[config.mk]
export PLATFORM = sky130hd
export DESIGN_NAME = iq_mag_sq_avg
export DESIGN_NICKNAME = d
export VERILOG_FILES = /design/src/rtl/iq_mag_sq_avg.sv
export SDC_FILE = /design/constraint.sdc
export NUM_CORES = 1
export LEC_CHECK = 0
export BUFFER_PORTS_ARGS = -buffer_cell sky130_fd_sc_hd__buf_2
export CAP_MARGIN = 5
export CORE_AREA = 2 2 225 183
export DETAILED_ROUTE_END_ITERATION = 7
export DIE_AREA = 0 0 227 185
export PLACE_DENSITY = 0.75
export SLEW_MARGIN = 20
export SYNTH_ARGS = -nofsm -noshare
export SYNTH_HDL_FRONTEND = slang
export SYNTH_SLANG_ARGS = --single-unit
[constraint.sdc]
create_clock -name clk -period 15 [get_ports clk]
set_input_delay 3 -clock clk [delete_from_list [all_inputs] [get_ports clk]]
set_output_delay 3 -clock clk [all_outputs]
set_load 0.05 [all_outputs]
[src/rtl/iq_mag_sq_avg.sv]
`timescale 1ns/1ps
// Purpose : I^2+Q^2 power of signed I/Q samples, optionally block-averaged over 2^LOG2_AVG results, held on x_out for a sqrt pipeline.
// Latency : x_valid pulses 4 clocks after the accept edge of the last sample of a block; sqrt_valid follows x_valid by SQRT_LAT clocks.
// Backpressure: none; every in_valid sample is consumed unless hit by clr or reset.
//
// Ports:
//   clk, rst_n       clock, asynchronous active-low reset
//   clr              synchronous clear of pipeline valids, accumulator, block count and sqrt delay line (x_out is kept)
//   in_valid         i_in/q_in carry a sample this cycle
//   i_in, q_in       signed IN_W-bit in-phase / quadrature samples
//   x_out            averaged power, zero-extended to BITS, held between updates
//   x_valid          one-cycle pulse when x_out takes a new value
//   sqrt_valid       x_valid delayed by SQRT_LAT clocks
//   blk_cnt          number of results accumulated in the current block
module iq_mag_sq_avg #(
    parameter int IN_W     = 16,
    parameter int BITS     = 32,
    parameter int LOG2_AVG = 0,
    parameter int SQRT_LAT = 32
) (
    input  logic                clk,
    input  logic                rst_n,
    input  logic                clr,
    input  logic                in_valid,
    input  logic [IN_W-1:0]     i_in,
    input  logic [IN_W-1:0]     q_in,
    output logic [BITS-1:0]     x_out,
    output logic                x_valid,
    output logic                sqrt_valid,
    output logic [LOG2_AVG:0]   blk_cnt
);

    localparam int SQ_W  = 2 * IN_W;
    localparam int ACC_W = SQ_W + LOG2_AVG;
    localparam int CNT_W = LOG2_AVG + 1;
    localparam int N     = 1 << LOG2_AVG;
    localparam logic [CNT_W-1:0] LAST = CNT_W'(N - 1);

    // ------------------------------------------------------------------
    // Input capture: the edge at which in_valid is sampled is the accept
    // edge. A sample presented on a clr edge is dropped here.
    // ------------------------------------------------------------------
    logic            in_vld_q;
    logic [IN_W-1:0] i_q;
    logic [IN_W-1:0] q_q;

    always_ff @(posedge clk or negedge rst_n) begin
        if (!rst_n) begin
            in_vld_q <= 1'b0;
            i_q      <= '0;
            q_q      <= '0;
        end else begin
            in_vld_q <= in_valid & ~clr;
            i_q      <= i_in;
            q_q      <= q_in;
        end
    end

    // ------------------------------------------------------------------
    // S1: magnitudes. Squaring the absolute value gives the same result as
    // a signed square and lets S2 use an unsigned multiplier. The two's
    // complement negation of the most negative value, read as unsigned,
    // is exactly 2^(IN_W-1), so no extra bit is needed.
    // ------------------------------------------------------------------
    logic            s1_vld;
    logic [IN_W-1:0] s1_ai;
    logic [IN_W-1:0] s1_aq;
    logic [IN_W-1:0] i_abs;
    logic [IN_W-1:0] q_abs;

    always_comb begin
        i_abs = i_q;
        q_abs = q_q;
        if (i_q[IN_W-1]) i_abs = ~i_q + IN_W'(1);
        if (q_q[IN_W-1]) q_abs = ~q_q + IN_W'(1);
    end

    always_ff @(posedge clk or negedge rst_n) begin
        if (!rst_n) begin
            s1_vld <= 1'b0;
            s1_ai  <= '0;
            s1_aq  <= '0;
        end else begin
            s1_vld <= in_vld_q & ~clr;
            s1_ai  <= i_abs;
            s1_aq  <= q_abs;
        end
    end

    // ------------------------------------------------------------------
    // S2: squares, each SQ_W bits unsigned.
    // ------------------------------------------------------------------
    logic            s2_vld;
    logic [SQ_W-1:0] s2_sq_i;
    logic [SQ_W-1:0] s2_sq_q;
    logic [SQ_W-1:0] ai_ext;
    logic [SQ_W-1:0] aq_ext;

    assign ai_ext = SQ_W'(s1_ai);
    assign aq_ext = SQ_W'(s1_aq);

    always_ff @(posedge clk or negedge rst_n) begin
        if (!rst_n) begin
            s2_vld  <= 1'b0;
            s2_sq_i <= '0;
            s2_sq_q <= '0;
        end else begin
            s2_vld  <= s1_vld & ~clr;
            s2_sq_i <= ai_ext * ai_ext;
            s2_sq_q <= aq_ext * aq_ext;
        end
    end

    // ------------------------------------------------------------------
    // S3: sum. The largest possible sum is 2^(SQ_W-1) (both inputs at the
    // most negative value), so the SQ_W-bit adder never carries out.
    // ------------------------------------------------------------------
    logic            s3_vld;
    logic [SQ_W-1:0] s3_sum;

    always_ff @(posedge clk or negedge rst_n) begin
        if (!rst_n) begin
            s3_vld <= 1'b0;
            s3_sum <= '0;
        end else begin
            s3_vld <= s2_vld & ~clr;
            s3_sum <= s2_sq_i + s2_sq_q;
        end
    end

    // ------------------------------------------------------------------
    // Block accumulator. ACC_W holds N maximal sums without overflow; the
    // shift by LOG2_AVG brings the average back into SQ_W bits.
    // ------------------------------------------------------------------
    logic [ACC_W-1:0] acc;
    logic [ACC_W-1:0] acc_sum;
    logic [SQ_W-1:0]  avg;
    logic [BITS-1:0]  x_nxt;

    assign acc_sum = acc + ACC_W'(s3_sum);
    assign avg     = SQ_W'(acc_sum >> LOG2_AVG);

    always_comb begin
        x_nxt            = '0;
        x_nxt[SQ_W-1:0]  = avg;
    end

    always_ff @(posedge clk or negedge rst_n) begin
        if (!rst_n) begin
            acc     <= '0;
            blk_cnt <= '0;
            x_out   <= '0;
            x_valid <= 1'b0;
        end else begin
            x_valid <= 1'b0;
            if (clr) begin
                // x_out deliberately keeps its last value across clr.
                acc     <= '0;
                blk_cnt <= '0;
            end else if (s3_vld) begin
                if (blk_cnt == LAST) begin
                    x_out   <= x_nxt;
                    x_valid <= 1'b1;
                    acc     <= '0;
                    blk_cnt <= '0;
                end else begin
                    acc     <= acc_sum;
                    blk_cnt <= blk_cnt + CNT_W'(1);
                end
            end
        end
    end

    // ------------------------------------------------------------------
    // sqrt_valid: x_valid through a SQRT_LAT-deep shift register, so the
    // consumer can tag the sqrt result that belongs to each x_out update.
    // ------------------------------------------------------------------
    generate
        if (SQRT_LAT == 1) begin : g_dl1
            always_ff @(posedge clk or negedge rst_n) begin
                if (!rst_n) begin
                    sqrt_valid <= 1'b0;
                end else begin
                    sqrt_valid <= x_valid & ~clr;
                end
            end
        end else begin : g_dln
            logic [SQRT_LAT-1:0] dl;

            always_ff @(posedge clk or negedge rst_n) begin
                if (!rst_n) begin
                    dl <= '0;
                end else if (clr) begin
                    dl <= '0;
                end else begin
                    dl <= {dl[SQRT_LAT-2:0], x_valid};
                end
            end

            assign sqrt_valid = dl[SQRT_LAT-1];
        end
    endgenerate

endmodule

======== After elaboration in Yosys (flattened, before gate mapping) ========
Cells that the tools add are included.
storage, ports and cells
  bits in registers ....................... 262
  input port bits ......................... 36
  logic and storage cells ................. 45
  output and inout bits ................... 35
operators by class
  muxes and demuxes ....................... 12
  reductions and logical operators ........ 2
  add/subtract/negate cells ............... 5
  bitwise gates (word level) .............. 8
  $mul .................................... 2
operators by type and width
  operator               number
  $mux 32                4
  $add 32x32->32         2
  $mul 16x16->32         2
  $add 16x1->16 const B  2
  $mux 16                2
  $not 16->16            2
  $mux 1                 6
  $and 1x1->1            4
  $reduce_and 3->1       1
  $not 1->1              2
  $reduce_bool 2->1      1
  $add 1x1->1 const B    1

======== Longest topological paths before layout ========
  word-level depth ........................ 4
  gate-level depth with buffers ........... 26
  mapped depth without buffers ............ 24

======== Worst setup path after synthesis ========
Ideal clock, no wire load.
  path type ............................... register to register
  from .................................... register s1_ai[8]
  to ...................................... register s2_sq_i[29]
  setup time .............................. 0.135 ns
  path slack .............................. 9.093 ns
  required time ........................... 14.865 ns
  arrival ................................. 5.772 ns
  cell stages (with the launch flop) ...... 25
  buffers on the path ..................... 2
  clock period less this slack ............ 5.907 ns
  cell sequence ........................... dfrtp_1 > clkbuf_1 > nand2_1 > inv_1 > fa_1 > inv_1 > fa_1 > inv_1 > fa_1 > inv_1 > fa_1 > inv_1 > fa_1 > fa_1 > ha_1 > buf_2 > a21oi_1 > nand3_1 > nor4_1 > nor3_1 > o311ai_1 > a21boi_1 > nor2_1 > o31ai_1 > xor2_1
on the way
  cells in the longest elaborated chain, start to end .. 1
ends and longest elaborated chain
  what                    RTL line  RTL
  start, declared         66        logic [IN_W-1:0] s1_ai;
  start signal, assigned  85        s1_ai <= i_abs;
  $mul 16x16->32          109       s2_sq_i <= ai_ext * ai_ext;
  end signal, assigned    109
  end, declared           94        logic [SQ_W-1:0] s2_sq_i;
No other way between the ends.
A chain may end at the register's enable or synchronous reset.

======== Final worst setup path ========
  from .................................... register s1_ai[13]
  to ...................................... register s2_sq_i[29]
The elaborated chain is that of the path after synthesis.

==> reports/qor.csv <==
metric;value;unit
critical_path_required;15.42;ns
grt_antenna_before_repair;0;
ys_ff_latch;227;
post_detailed_routing_wire_length;44900;um
via_count_of_the_first_global_routing_pass;16500;
tritoncts;done;
floorplan.initialDensity;57.1;%
clk_path_buf_depth;3;
worst_clock_skew;0.0156;ns
yosysTopAreaCellShare;28.5;%
period_minus_slack;6.66;ns
synth_area_leaders;fa_1 (29%), dfrtp_1 (25%), ha_1 (13%);
placementRows;66;
crit_path_leading_delay_family;adder cells;
gr-max-usage-layer;met2;
synth_commonest_cells;inv_1 (522), fa_1 (325), ha_1 (234), dfrtp_1 (227), nand2_1 (193);
drt.antenna.violating_nets;0;
syn_inst;2260;
die_outline_area;42000;um2
fillerInstances;3347;
gp_congestion;0.894;
path_cells;inv_1 -> nor2_1 -> ha_1 -> xor2_1 -> fa_1 -> inv_1 -> fa_1 -> fa_1 -> inv_1 -> fa_1 -> fa_1 -> inv_1 -> ha_1 -> a21oi_1 -> o21ai_1 -> nor4_1 -> nor3_1 -> o311ai_1 -> a21boi_1 -> nor2_1 -> o31ai_1 -> xor2_1;
setup_total_negative_slack;0;ns
post_synthesis_sequential_area_ratio;24.9;%
maxCapViolCount;0;
fraction_of_met1_tracks_used_by_global_routing;32.6;%
timing.final.setup_violations;0;
antenna_diodes;0;
nets;2898;
synth_cell_types;67;
wl_per_cell;15.7;um
globalRouteMet2Util;38.1;%
clkLatencyLatePin;0.55;ns
dpl.hpwl;36600;um
track_usage;23.5;%
post-synth-top-count-cell;inv_1;
detail_route.vias_per_cell;5.27;
syn_nets;2855;
synth_edf_count;0;
post_cts.resized_instances;0;
critical-path-max-stage-delay;0.67;ns
crit_top_cell;fa_1;
most_used_dff_post_synth;dfrtp_1;
globalRouteOverflowTotal;0;
critical_path_endpoint_category;register;
cp.buffers_inverters;4;
crit_path_start_kind;register;
root_buffer;clkbuf_16;
port-buffer-count;69;
drc;0;
utilization;61.6;%
place_ws;8.44;ns
tritoncts_num_sinks;227;
dp_cells;2819;
worst_pin_slew;1.03;ns
clock_buffers_created_by_tritoncts;26;
design.portCount;71;
worst-path-max-fanout;15;
drtPass1Iterations;5;
drt-initial-drc-count;1095;
status;complete, no violations;
final.period_utilization;44.4;%
report.final.hold_viol_count;0;
synthesis.area_per_instance;10.1;um2
finalWorstSetupSlack;8.34;ns
use_met3;4.25;%
slew-limit-headroom;31.2;%
chipHeight;185;um
max_freq;150;MHz
grt_pass1_wl;78800;um
post_synth_instance_area;22800;um2
area_delta_synth_final;7.94;%
die-width;227;um
timing_max_transition_violations_final;0;
cts_hold_buf;0;
grt_start_max_net_pins;86;
cp_data_arrival_time;7.08;ns
worst-setup-path-type;reg2reg;
total_via_count_in_the_routed_design;15100;
share_of_layout_cells_above_drive_strength_1;7.58;%
crit_slowest_cell;dfrtp_1;
asyncSetResetFlopFracSynth;100;%
core_region_area;40000;um2
final_cells;2867;
min-delay-path-class;reg2reg;
clk_pin_slew_worst_paths;0.06;ns
yosysWarningCount;0;
cell_type_contributing_the_most_total_cell_area_after_synthesis;fa_1;
rsz0062_at_grt;false;
cts-htree-levels;1;
post_cts_buffers;0;
-- routing by layer --
| metal | routed length [um] | share of wire [%] | up-vias |
|---|---|---|---|
| met1 | 19800 | 44 | 7596 |
| met4 | 1330 | 3.0 | 0 |
| met3 | 2760 | 6.2 | 78 |
| met5 | 0 | 0 | - |
| li1 | - | - | 7063 |
| met2 | 21000 | 47 | 377 |
-- cell usage in the layout, fill, tap and decap left out, types with 4 or more instances in the layout --
cell	Yosys	layout
dfrtp_1	227	227
nor3_1	11	11
o21a_1	7	7
buf_2	1	68
o211ai_1	4	4
o21ai_1	18	18
fa_1	325	325
a31oi_1	10	10
nor2_1	59	59
xnor2_1	95	95
clkbuf_16	0	27
xor2_1	33	33
nand4_1	16	16
bufinv_16	0	5
a21o_1	49	49
a211oi_1	5	5
nand2b_1	9	9
nand2_1	193	193
or2_2	6	6
a21oi_1	77	77
or3_1	8	8
o21bai_1	8	8
o31ai_1	6	6
clkinvlp_4	0	4
or4_1	4	4
nor2b_1	55	54
inv_1	522	522
ha_1	234	234
and2_1	77	77
nand3_1	12	12
mux2_2	34	34
and3_1	13	13
o21ai_0	37	37
-- worst register-to-register path: cells and delay by family, from the launching register on --
| family | cells | cell delay (ns) |
|---|---|---|
| fa+ha+maj | 7 | 3.02 |
| simple gates | 4 | 1.09 |
| compound gates | 5 | 0.96 |
| flops | 1 | 0.67 |
| buf+inv | 4 | 0.45 |
| xor+xnor | 2 | 0.34 |
-- cells by family after synthesis --
group | after synthesis | synth area share [%]
adder cells (fa/ha/maj) | 559 | 41.3
AND/OR/NAND/NOR | 472 | 10.1
XOR/XNOR | 128 | 4.91
multiplexers | 34 | 1.68
flip-flops | 227 | 24.9
other | 1 | 0.0164
buffers and inverters | 579 | 9.54
AO/OA/AOI/OAI | 260 | 7.54
-- through the flow --
step,hold slack (ns),instance area [um2]
final,0.415,24600
after global routing,0.432,24600
after global placement,0.398,23700
after floorplan,0.354,22800
after CTS,0.419,24600
after detailed placement,0.406,23700
-- path summary, 6_finish.rpt --
check                                    start               endpoint  slack (ns)  cells after the start
min reg2reg                   i_q[0]$_DFF_PN0_     s1_ai[0]$_DFF_PN0_        0.41                      0
max reg2reg                s1_ai[13]$_DFF_PN0_  s2_sq_i[29]$_DFF_PN0_        8.34                     22
max in group asynchronous                rst_n     s1_aq[1]$_DFF_PN0_       11.26                      2
min in group asynchronous                rst_n   s2_sq_i[3]$_DFF_PN0_        2.38                      1
max                        s1_ai[13]$_DFF_PN0_  s2_sq_i[29]$_DFF_PN0_        8.34                     22
min                           i_q[0]$_DFF_PN0_     s1_ai[0]$_DFF_PN0_        0.41                      0
-- flip-flops by register name (all words and copies together) (netlist names) --
signal    flops
s2_sq_q      31
s2_vld        1
in_vld_q      1
g_dln.dl     32
x_valid       1
x_out        32
q_q          16
s3_vld        1
i_q          16
s2_sq_i      31
s1_vld        1
s1_ai        16
s1_aq        16
s3_sum       32
-- cell type report --
type	count	area, um2	share of cell area (%)
clock inverter	16	241	0.980
clock buffer	32	724	2.94
timing repair buffer	71	374	1.52
tap	544	681	2.76
sequential	227	5680	23.1
inverter	523	1960	7.97
multi-input combinational	1454	15000	60.8
Power is not shown: default switching activity piles up to over one toggle a cycle in this logic, so the estimate is an artifact.
